## src/rtl/nway_pipe_mux_if.sv

```systemverilog
// Bundle for the N-way pipelined channel multiplexer.
// The producer side (data/valid per channel plus the mode/select controls and
// the consumer's ready) and the consumer side (registered beat plus the
// per-channel accepts) travel together so a single port carries the whole bus.
interface nway_pipe_mux_if #(
    parameter int WIDTH    = 16,
    parameter int CHANNELS = 8,
    parameter int SEL_W    = 3
);
    logic [CHANNELS*WIDTH-1:0] in_data;
    logic [CHANNELS-1:0]       in_valid;
    logic [CHANNELS-1:0]       in_ready;
    logic [SEL_W-1:0]          sel;
    logic                      mode;
    logic [WIDTH-1:0]          out_data;
    logic [SEL_W-1:0]          out_ch;
    logic                      out_valid;
    logic                      out_ready;

    // Environment view: drives producers, controls and the consumer accept.
    modport master (
        output in_data, in_valid, sel, mode, out_ready,
        input  in_ready, out_data, out_ch, out_valid
    );

    // Multiplexer view.
    modport slave (
        input  in_data, in_valid, sel, mode, out_ready,
        output in_ready, out_data, out_ch, out_valid
    );
endinterface

```

## src/rtl/nway_pipe_mux.sv

```systemverilog
// Registered N-way, W-bit channel multiplexer with valid/ready handshaking.
// One output beat register with backpressure; the channel is chosen either
// directly by sel (mode=0) or by a round-robin scan starting at a pointer
// that advances past each channel it serves (mode=1).
// SEL_W is expected to equal clog2(CHANNELS), with CHANNELS in 2..64.
module nway_pipe_mux #(
    parameter int WIDTH    = 16,
    parameter int CHANNELS = 8,
    parameter int SEL_W    = 3
) (
    input  logic             clk,
    input  logic             rst_n,
    nway_pipe_mux_if.slave   bus
);

    logic                 loadEn;
    logic                 directValid;
    logic                 scanValid;
    logic [SEL_W-1:0]     scanIdx;
    logic                 lowValid;
    logic [SEL_W-1:0]     lowIdx;
    logic                 highValid;
    logic [SEL_W-1:0]     highIdx;
    logic                 grantValid;
    logic [SEL_W-1:0]     grantIdx;
    logic [WIDTH-1:0]     grantData;
    logic [CHANNELS-1:0]  readyVec;

    logic [WIDTH-1:0]     outData_q,  outData_d;
    logic [SEL_W-1:0]     outCh_q,    outCh_d;
    logic                 outValid_q, outValid_d;
    logic [SEL_W-1:0]     ptr_q,      ptr_d;

    // The output register can take a new beat when it is empty or being drained.
    assign loadEn = !outValid_q || bus.out_ready;

    // Direct mode grants only when sel names an existing channel that is valid;
    // an out-of-range sel simply matches no channel.
    always_comb begin
        directValid = 1'b0;
        for (int c = 0; c < CHANNELS; c++) begin
            if (bus.sel == SEL_W'(c) && bus.in_valid[c]) begin
                directValid = 1'b1;
            end
        end
    end

    // Scan mode: lowest valid channel at or above the pointer wins, otherwise
    // wrap around to the lowest valid channel overall.
    always_comb begin
        lowValid  = 1'b0;
        lowIdx    = '0;
        highValid = 1'b0;
        highIdx   = '0;
        for (int c = CHANNELS - 1; c >= 0; c--) begin
            if (bus.in_valid[c]) begin
                lowValid = 1'b1;
                lowIdx   = SEL_W'(c);
                if (SEL_W'(c) >= ptr_q) begin
                    highValid = 1'b1;
                    highIdx   = SEL_W'(c);
                end
            end
        end
        scanValid = lowValid;
        scanIdx   = highValid ? highIdx : lowIdx;
    end

    // Mode picks which selector drives the grant; both react in the same cycle.
    always_comb begin
        grantValid = bus.mode ? scanValid : directValid;
        grantIdx   = bus.mode ? scanIdx   : bus.sel;
    end

    // Route the granted channel's data toward the output register.
    always_comb begin
        grantData = '0;
        for (int c = 0; c < CHANNELS; c++) begin
            if (grantIdx == SEL_W'(c)) begin
                grantData = bus.in_data[c*WIDTH +: WIDTH];
            end
        end
    end

    // Accept is one-hot on the granted channel and forced low while in reset.
    always_comb begin
        readyVec = '0;
        for (int c = 0; c < CHANNELS; c++) begin
            readyVec[c] = rst_n && loadEn && grantValid && (grantIdx == SEL_W'(c));
        end
    end

    assign bus.in_ready = readyVec;

    // Next output beat and scan pointer; everything holds unless a load happens.
    always_comb begin
        outData_d  = outData_q;
        outCh_d    = outCh_q;
        outValid_d = outValid_q;
        ptr_d      = ptr_q;
        if (loadEn) begin
            if (grantValid) begin
                outData_d  = grantData;
                outCh_d    = grantIdx;
                outValid_d = 1'b1;
                if (bus.mode) begin
                    ptr_d = (grantIdx == SEL_W'(CHANNELS - 1)) ? '0 : grantIdx + 1'b1;
                end
            end else begin
                outValid_d = 1'b0;
            end
        end
    end

    // Output beat and scan pointer registers; reset drops any held beat.
    always_ff @(posedge clk or negedge rst_n) begin
        if (!rst_n) begin
            outData_q  <= '0;
            outCh_q    <= '0;
            outValid_q <= 1'b0;
            ptr_q      <= '0;
        end else begin
            outData_q  <= outData_d;
            outCh_q    <= outCh_d;
            outValid_q <= outValid_d;
            ptr_q      <= ptr_d;
        end
    end

    assign bus.out_data  = outData_q;
    assign bus.out_ch    = outCh_q;
    assign bus.out_valid = outValid_q;

endmodule
```

## src/flat_wrapper.sv

```systemverilog
// flat-port wrapper written by rule: the top's interface ports become plain ports
module nway_pipe_mux_flat 
#(
    parameter int WIDTH    = 16,
    parameter int CHANNELS = 8,
    parameter int SEL_W    = 3
)
  (clk, rst_n, bus_in_data, bus_in_valid, bus_sel, bus_mode, bus_out_ready, bus_in_ready, bus_out_data, bus_out_ch, bus_out_valid);
  nway_pipe_mux_if #(.WIDTH(WIDTH), .CHANNELS(CHANNELS), .SEL_W(SEL_W)) bus_i ();
  input  logic clk;
  input  logic rst_n;
  input wire logic [$bits(bus_i.in_data)-1:0] bus_in_data;
  input wire logic [$bits(bus_i.in_valid)-1:0] bus_in_valid;
  input wire logic [$bits(bus_i.sel)-1:0] bus_sel;
  input wire logic [$bits(bus_i.mode)-1:0] bus_mode;
  input wire logic [$bits(bus_i.out_ready)-1:0] bus_out_ready;
  output wire logic [$bits(bus_i.in_ready)-1:0] bus_in_ready;
  output wire logic [$bits(bus_i.out_data)-1:0] bus_out_data;
  output wire logic [$bits(bus_i.out_ch)-1:0] bus_out_ch;
  output wire logic [$bits(bus_i.out_valid)-1:0] bus_out_valid;
  assign bus_i.in_data = bus_in_data;
  assign bus_i.in_valid = bus_in_valid;
  assign bus_i.sel = bus_sel;
  assign bus_i.mode = bus_mode;
  assign bus_i.out_ready = bus_out_ready;
  assign bus_in_ready = bus_i.in_ready;
  assign bus_out_data = bus_i.out_data;
  assign bus_out_ch = bus_i.out_ch;
  assign bus_out_valid = bus_i.out_valid;
  nway_pipe_mux #(.WIDTH(WIDTH), .CHANNELS(CHANNELS), .SEL_W(SEL_W)) u_core (.clk(clk), .rst_n(rst_n), .bus(bus_i));
endmodule
```

## config.mk

```make
export PLATFORM = sky130hd
export DESIGN_NAME = nway_pipe_mux_flat
export DESIGN_NICKNAME = d
export VERILOG_FILES = /design/src/rtl/nway_pipe_mux_if.sv /design/src/rtl/nway_pipe_mux.sv /design/src/flat_wrapper.sv
export SDC_FILE = /design/constraint.sdc
export NUM_CORES = 1
export LEC_CHECK = 0
export BUFFER_PORTS_ARGS = -buffer_cell sky130_fd_sc_hd__buf_2
export CORE_MARGIN = 8
export CORE_UTILIZATION = 30
export DETAILED_ROUTE_END_ITERATION = 8
export HOLD_SLACK_MARGIN = 0.02
export SLEW_MARGIN = 20
export SYNTH_ARGS = -nofsm -noshare
export SYNTH_HDL_FRONTEND = slang
export SYNTH_SLANG_ARGS = --single-unit
```

## constraint.sdc

```tcl
create_clock -name clk -period 3.39 [get_ports clk]
set_input_delay 0.339 -clock clk [delete_from_list [all_inputs] [get_ports clk]]
set_output_delay 0.339 -clock clk [all_outputs]
set_load 0.01 [all_outputs]
```

---- Word level (Yosys, flattened, before mapping) ----
Index checks and enable logic that the tools add are counted.
operators by class
  equality and inequality tests ........... 14
  mux-type cells .......................... 69
  $add $sub $neg .......................... 1
  reductions and logical operators ........ 24
  order comparisons ....................... 8
operators with widths
  cell                                                                                 count
  16-bit 2-to-1 mux                                                                    8
  3-bit 2-to-1 mux                                                                     27
  1-bit 2-to-1 mux                                                                     34
  3-bit equality test (second input constant)                                          8
  1-bit logical AND                                                                    18
  3-bit by 2-bit equality test with 1-bit output (second input constant)               4
  3-bit greater-or-equal comparator (first input constant)                             4
  3-bit by 1-bit equality test with 1-bit output (second input constant)               2
  1-bit by 3-bit greater-or-equal comparator with 1-bit output (first input constant)  2
  2-bit by 3-bit greater-or-equal comparator with 1-bit output (first input constant)  2
  3-bit logical NOT                                                                    2
  3-bit by 1-bit adder with 3-bit output (second input constant)                       1
  3-bit AND reduction                                                                  1
  2-bit AND reduction                                                                  1
  1-bit logical NOT                                                                    1
  1-bit logical OR                                                                     1
word-level totals
  register bits ........................... 23

---- Longest topological paths before layout ----
  depth in word-level cells ............... 28
  gate-level depth with buffers ........... 15
  depth with buffers taken out ............ 13

---- Least setup slack after synthesis ----
OpenSTA, ideal clock, no wires.
  kind .................................... reg-to-reg
  start ................................... register u_core.ptr_q[1]
  end ..................................... register u_core.outData_q[0] (netlist: u_core.bus.out_data[0])
  arrival ................................. 2753 ps
  slack ................................... 501 ps
  buffers on the path ..................... 3
  clock period less this slack ............ 2889 ps
  cell stages (with the launch flop) ...... 15
  cell sequence ........................... dfrtp_1 -> a21boi_2 -> o21ai_1 -> o2111ai_1 -> a2bb2oi_1 -> a21oi_1 -> ha_1 -> clkbuf_1 -> nor2b_1 -> clkbuf_1 -> clkbuf_1 -> a22oi_1 -> o21ai_0 -> a221oi_1 -> o22ai_1
on the way
  cells in the longest elaborated chain, start to end .. 28
  elaborated cells between the ends (all ways) .. 58
  those cells by class .................... 8 x order compare; 7 x eq/ne; 42 x mux; 1 x reduce/logical
RTL lines
  element                                               line                  RTL
  start: declaration                                    nway_pipe_mux.sv:32   logic [SEL_W-1:0] ptr_q, ptr_d;
  start signal: assignment                              nway_pipe_mux.sv:126  ptr_q <= ptr_d;
  3-bit greater-or-equal comparator                     nway_pipe_mux.sv:59   if (SEL_W'(c) >= ptr_q) begin
  3-bit 2-to-1 mux or 1-bit 2-to-1 mux (tied branches)  nway_pipe_mux.sv:59
  3-bit 2-to-1 mux or 1-bit 2-to-1 mux (tied branches)  nway_pipe_mux.sv:56   if (bus.in_valid[c]) begin
  3-bit 2-to-1 mux or 1-bit 2-to-1 mux (tied branches)  nway_pipe_mux.sv:59
  3-bit 2-to-1 mux or 1-bit 2-to-1 mux (tied branches)  nway_pipe_mux.sv:56
  3-bit 2-to-1 mux or 1-bit 2-to-1 mux (tied branches)  nway_pipe_mux.sv:59
  3-bit 2-to-1 mux or 1-bit 2-to-1 mux (tied branches)  nway_pipe_mux.sv:56
  3-bit 2-to-1 mux or 1-bit 2-to-1 mux (tied branches)  nway_pipe_mux.sv:59
  [... 7 more ...]                                      --
  3-bit 2-to-1 mux or 1-bit 2-to-1 mux (tied branches)  nway_pipe_mux.sv:59
  3-bit 2-to-1 mux or 1-bit 2-to-1 mux (tied branches)  nway_pipe_mux.sv:56
  3-bit 2-to-1 mux (*)                                  nway_pipe_mux.sv:66   scanIdx = highValid ? highIdx : lowIdx;
  3-bit 2-to-1 mux (*)                                  nway_pipe_mux.sv:72   grantIdx = bus.mode ? scanIdx : bus.sel;
  via u_core.grantIdx[0]                                nway_pipe_mux.sv:25   logic [SEL_W-1:0] grantIdx;
  3-bit logical NOT                                     nway_pipe_mux.sv:79   if (grantIdx == SEL_W'(c)) begin
  16-bit 2-to-1 mux (7 in series)                       nway_pipe_mux.sv:79
  16-bit 2-to-1 mux (*)                                 nway_pipe_mux.sv:79
  end signal: assignment                                nway_pipe_mux.sv:123  outData_q <= outData_d;
  end: declaration                                      nway_pipe_mux.sv:29   logic [WIDTH-1:0] outData_q, outData_d;
Mark *: on every way through the listed nets, which the timed path passes. The rest lies on a longest branch.
A chain may end at the register's enable or synchronous reset.

---- Worst setup path after layout ----
  start ................................... register u_core.ptr_q[1]
  end ..................................... output bus_in_ready[7]
on the way
  cells in the longest elaborated chain, start to end .. 21
  elaborated cells between the ends (all ways) .. 44
  those cells by class .................... 8 x order compare; 1 x eq/ne; 34 x mux; 1 x reduce/logical
RTL lines
  element                                               line                 RTL
  3-bit greater-or-equal comparator                     nway_pipe_mux.sv:59
  3-bit 2-to-1 mux or 1-bit 2-to-1 mux (tied branches)  nway_pipe_mux.sv:59
  3-bit 2-to-1 mux or 1-bit 2-to-1 mux (tied branches)  nway_pipe_mux.sv:56
  3-bit 2-to-1 mux or 1-bit 2-to-1 mux (tied branches)  nway_pipe_mux.sv:59
  3-bit 2-to-1 mux or 1-bit 2-to-1 mux (tied branches)  nway_pipe_mux.sv:56
  3-bit 2-to-1 mux or 1-bit 2-to-1 mux (tied branches)  nway_pipe_mux.sv:59
  3-bit 2-to-1 mux or 1-bit 2-to-1 mux (tied branches)  nway_pipe_mux.sv:56
  3-bit 2-to-1 mux or 1-bit 2-to-1 mux (tied branches)  nway_pipe_mux.sv:59
  [... 6 more ...]                                      --
  3-bit 2-to-1 mux or 1-bit 2-to-1 mux (tied branches)  nway_pipe_mux.sv:56
  3-bit 2-to-1 mux or 1-bit 2-to-1 mux (tied branches)  nway_pipe_mux.sv:59
  3-bit 2-to-1 mux or 1-bit 2-to-1 mux (tied branches)  nway_pipe_mux.sv:56
  3-bit 2-to-1 mux (*)                                  nway_pipe_mux.sv:66
  3-bit 2-to-1 mux (*)                                  nway_pipe_mux.sv:72
  via u_core.grantIdx[0]                                nway_pipe_mux.sv:25
  3-bit equality test (*)                               nway_pipe_mux.sv:89  readyVec[c] = rst_n && loadEn && grantValid && (grantIdx == SEL_W'(c));
  1-bit logical AND (*)                                 nway_pipe_mux.sv:89
  end: declaration                                      flat_wrapper.sv:17   output wire logic [$bits(bus_i.in_ready)-1:0] bus_in_ready;
Marks and branches as above.

==> impl_metrics.yaml <==
clock_tree:
  cts.sink_count: 23
  cts_setup_buffers: 0
  numCtsBuffers: 3
  cts_resized: 0
  htree_levels: 1
  clock_latency_ps: 280
  cts_root_buffer: "clkbuf_8"
  cts_tree: "built"
  clock_path_buffers: 2
  path_clk_slew_ps: 100
  cts_hold_buf: 0
synthesis:
  dominantRegCellSynth: "dfrtp_1"
  ys_seq_area_frac: 0.210
  synth_edf_count: 0
  synth_seq_cells: 23
  syn-mean-instance-area_sq_um: 7.48
  synthesis.nets: 515
  synth_top_area_frac: 0.210
  ys_warn_count: 0
  synth_top_area_cell: "dfrtp_1"
  syn_inst: 366
  async_flop_share: 1.00
  netlist_area_sq_mm: 0.00274
  synth_cell_types: 52
  synth_area_leaders: "dfrtp_1 21%, o22ai_1 7.5%, nor2_1 5.8%"
route:
  vias: 3648
  drc: 0
  firstDrtPassIters: 5
  via_per_inst: 5.79
  ant_nets: 0
  wire_per_inst_um: 19.8
  drtIter0Drc: 260
  drt_wl_total_um: 12500
floorplan:
  die_w_um: 112
  num_rows: 35
  die_h_um: 112
  start_util: 0.302
  die_area_sq_mm: 0.0124
  core_area_sq_mm: 0.00906
  io_pins: 171
sta:
  tightestPinTransition_ps: 659
  final_hold_viol_count: 0
  setup_tns_ps: 0
  setup_slack_ps: 226
  fin_crit_ps: 3160
  clock_skew_ps: 8.71
  max_freq_ghz: 0.316
  maxSlewViolCount: 0
  slew_headroom: 0.559
  setup-violations-final: 0
  fin_crit_sh: 0.933
finish:
  area_growth_pct: 36.8
  finalNonFillerCells: 630
  final_util: 0.413
  final_cell_mix: "170 x buf_2, 42 x nor2_1, 33 x o22ai_1"
  fin_nets: 668
  drive_gt1_frac: 0.407
  final_common_cell: "buf_2"
global_route:
  grt_pass1_vias: 3745
  grt_max_degree: 51
  grt_pass1_wl_um: 19800
  grt_overflow: 0
  grt_usage: 0.192
  antenna_found_initial: 1
power:
  vdd_ir_drop_max_mv: 0.191
  leakage_nw: 1.74
  p_per_area_mw_per_mm2: 594
  p_total_w: 0.00223
worst_hold_path:
  min_path_type: "in2async"
placement:
  gp_congestion: 0.936
  dpl.cell_count: 625
  dp_slack_ps: -2.08
  post-dp-hpwl_um: 10100
  port_buffers: 170
setup_path:
  crit_fanout: 20
  required_ps: 3050
  rrSetupSlack_ps: 240
  worstSetupEndpointType: "output pin"
  slowest_delay_ps: 480
  r2r_start: "u_core.ptr_q[1]$_DFFE_PN0P_"
  start_kind: "register"
  critPathArrivalTime_ps: 2820
  critPathKind: "reg2out"
  crit_chain: "nand3_1, a21oi_1, a21o_1, a22o_1, a2bb2oi_1, a21oi_1, ha_1, ha_1, buf_4, and3_1, buf_2"
  timing.rr.end: "u_core.bus.out_data[9]$_DFFE_PN0P_"
  critPathSlowestCell: "dfrtp_1"
  crit_start: "u_core.ptr_q[1]$_DFFE_PN0P_"
  rr_worst_depth: 13
run:
  cap_violations: 0
outcome:
  status: "completed"
-- power breakdown --
part           switching (W)  internal (W)  total (W)
clock network       0.000104     0.0000825   0.000186
logic               0.000916      0.000642    0.00156
registers          0.0000924      0.000389   0.000481
-- sequential cells by signal, summed over array words and instances, names as in the netlist --
signal and count:
u_core.bus.out_data 16, u_core.bus.out_ch 3, u_core.ptr_q 3, u_core.bus.out_valid 1
-- worst max-delay path, delay by kind of cell (launching register included) --
kind                       cells  cell delay (ps)
AOI/OAI and AO/OA              5              920
adders and majority gates      2              460
buffers and inverters          2              350
DFF                            1              480
and+or+nand+nor                2              350
-- synth_stat cells, types with 2 or more instances --
cell      number
o21ai_1        2
o21a_1         2
nand4_1        2
nand2_1       24
and2_1        16
buf_6          5
a311oi_1      16
inv_1          8
buf_2          9
o22ai_1       33
nor3_1        17
mux2_2         3
a221oi_1      16
mux4_1         2
and3_1         9
a22oi_1       17
nor2b_1        5
clkbuf_1      21
buf_4          2
o21ai_0       20
a21oi_1       20
nor2_1        42
a21o_1         2
a22o_1         2
ha_1           6
o221ai_1      16
nand3_1        2
dfrtp_1       23
-- final cells by class --
type | instances | area [sq um]
diodes | 1 | 2.50
clock buffers | 3 | 41.3
clock inverters | 1 | 5.00
fillers | 950 | 5320
inverters | 10 | 41.3
multi-input cells | 295 | 1950
flip-flops and latches | 23 | 576
well taps | 111 | 139
repair buffers | 186 | 991
-- per-stage QoR --
step | hold WS, ps | instance area [sq um]
2_1_floorplan | 43.4 | 2740
3_3_place_gp | 383 | 3660
3_5_place_dp | 388 | 3660
4_1_cts | 75.0 | 3710
5_1_grt | 94.4 | 3750
6_report | 57.7 | 3750
-- worst max path at each step --
| stage | end | depth (start not counted) |
|---|---|---|
| 6_report | bus_in_ready[7] | 11 |
| 5_1_grt | u_core.bus.out_data[9]$_DFFE_PN0P_ | 13 |
| 4_1_cts | u_core.bus.out_data[1]$_DFFE_PN0P_ | 14 |
| 3_5_place_dp | u_core.bus.out_data[6]$_DFFE_PN0P_ | 15 |
| 3_3_place_gp | u_core.bus.out_data[7]$_DFFE_PN0P_ | 15 |
| 2_1_floorplan | u_core.bus.out_data[0]$_DFFE_PN0P_ | 14 |
-- routing by layer --
layer / track usage / part of all wire / up-vias
li1: - / - / 1737
met1: 0.238 / 0.42 / 1674
met2: 0.324 / 0.48 / 217
met3: 0.0390 / 0.081 / 20
met4: 0.0665 / 0.021 / 0
met5: 0 / 0 / -
-- logic make-up after synthesis --
kind of cell,after synthesis,synth area share
compound gates,158,0.415
simple gates,125,0.224
buf+inv,48,0.0863
flops,23,0.210
mux,6,0.0370
fa+ha+maj,6,0.0274
Note: power is estimated with default switching activity, not from simulation.
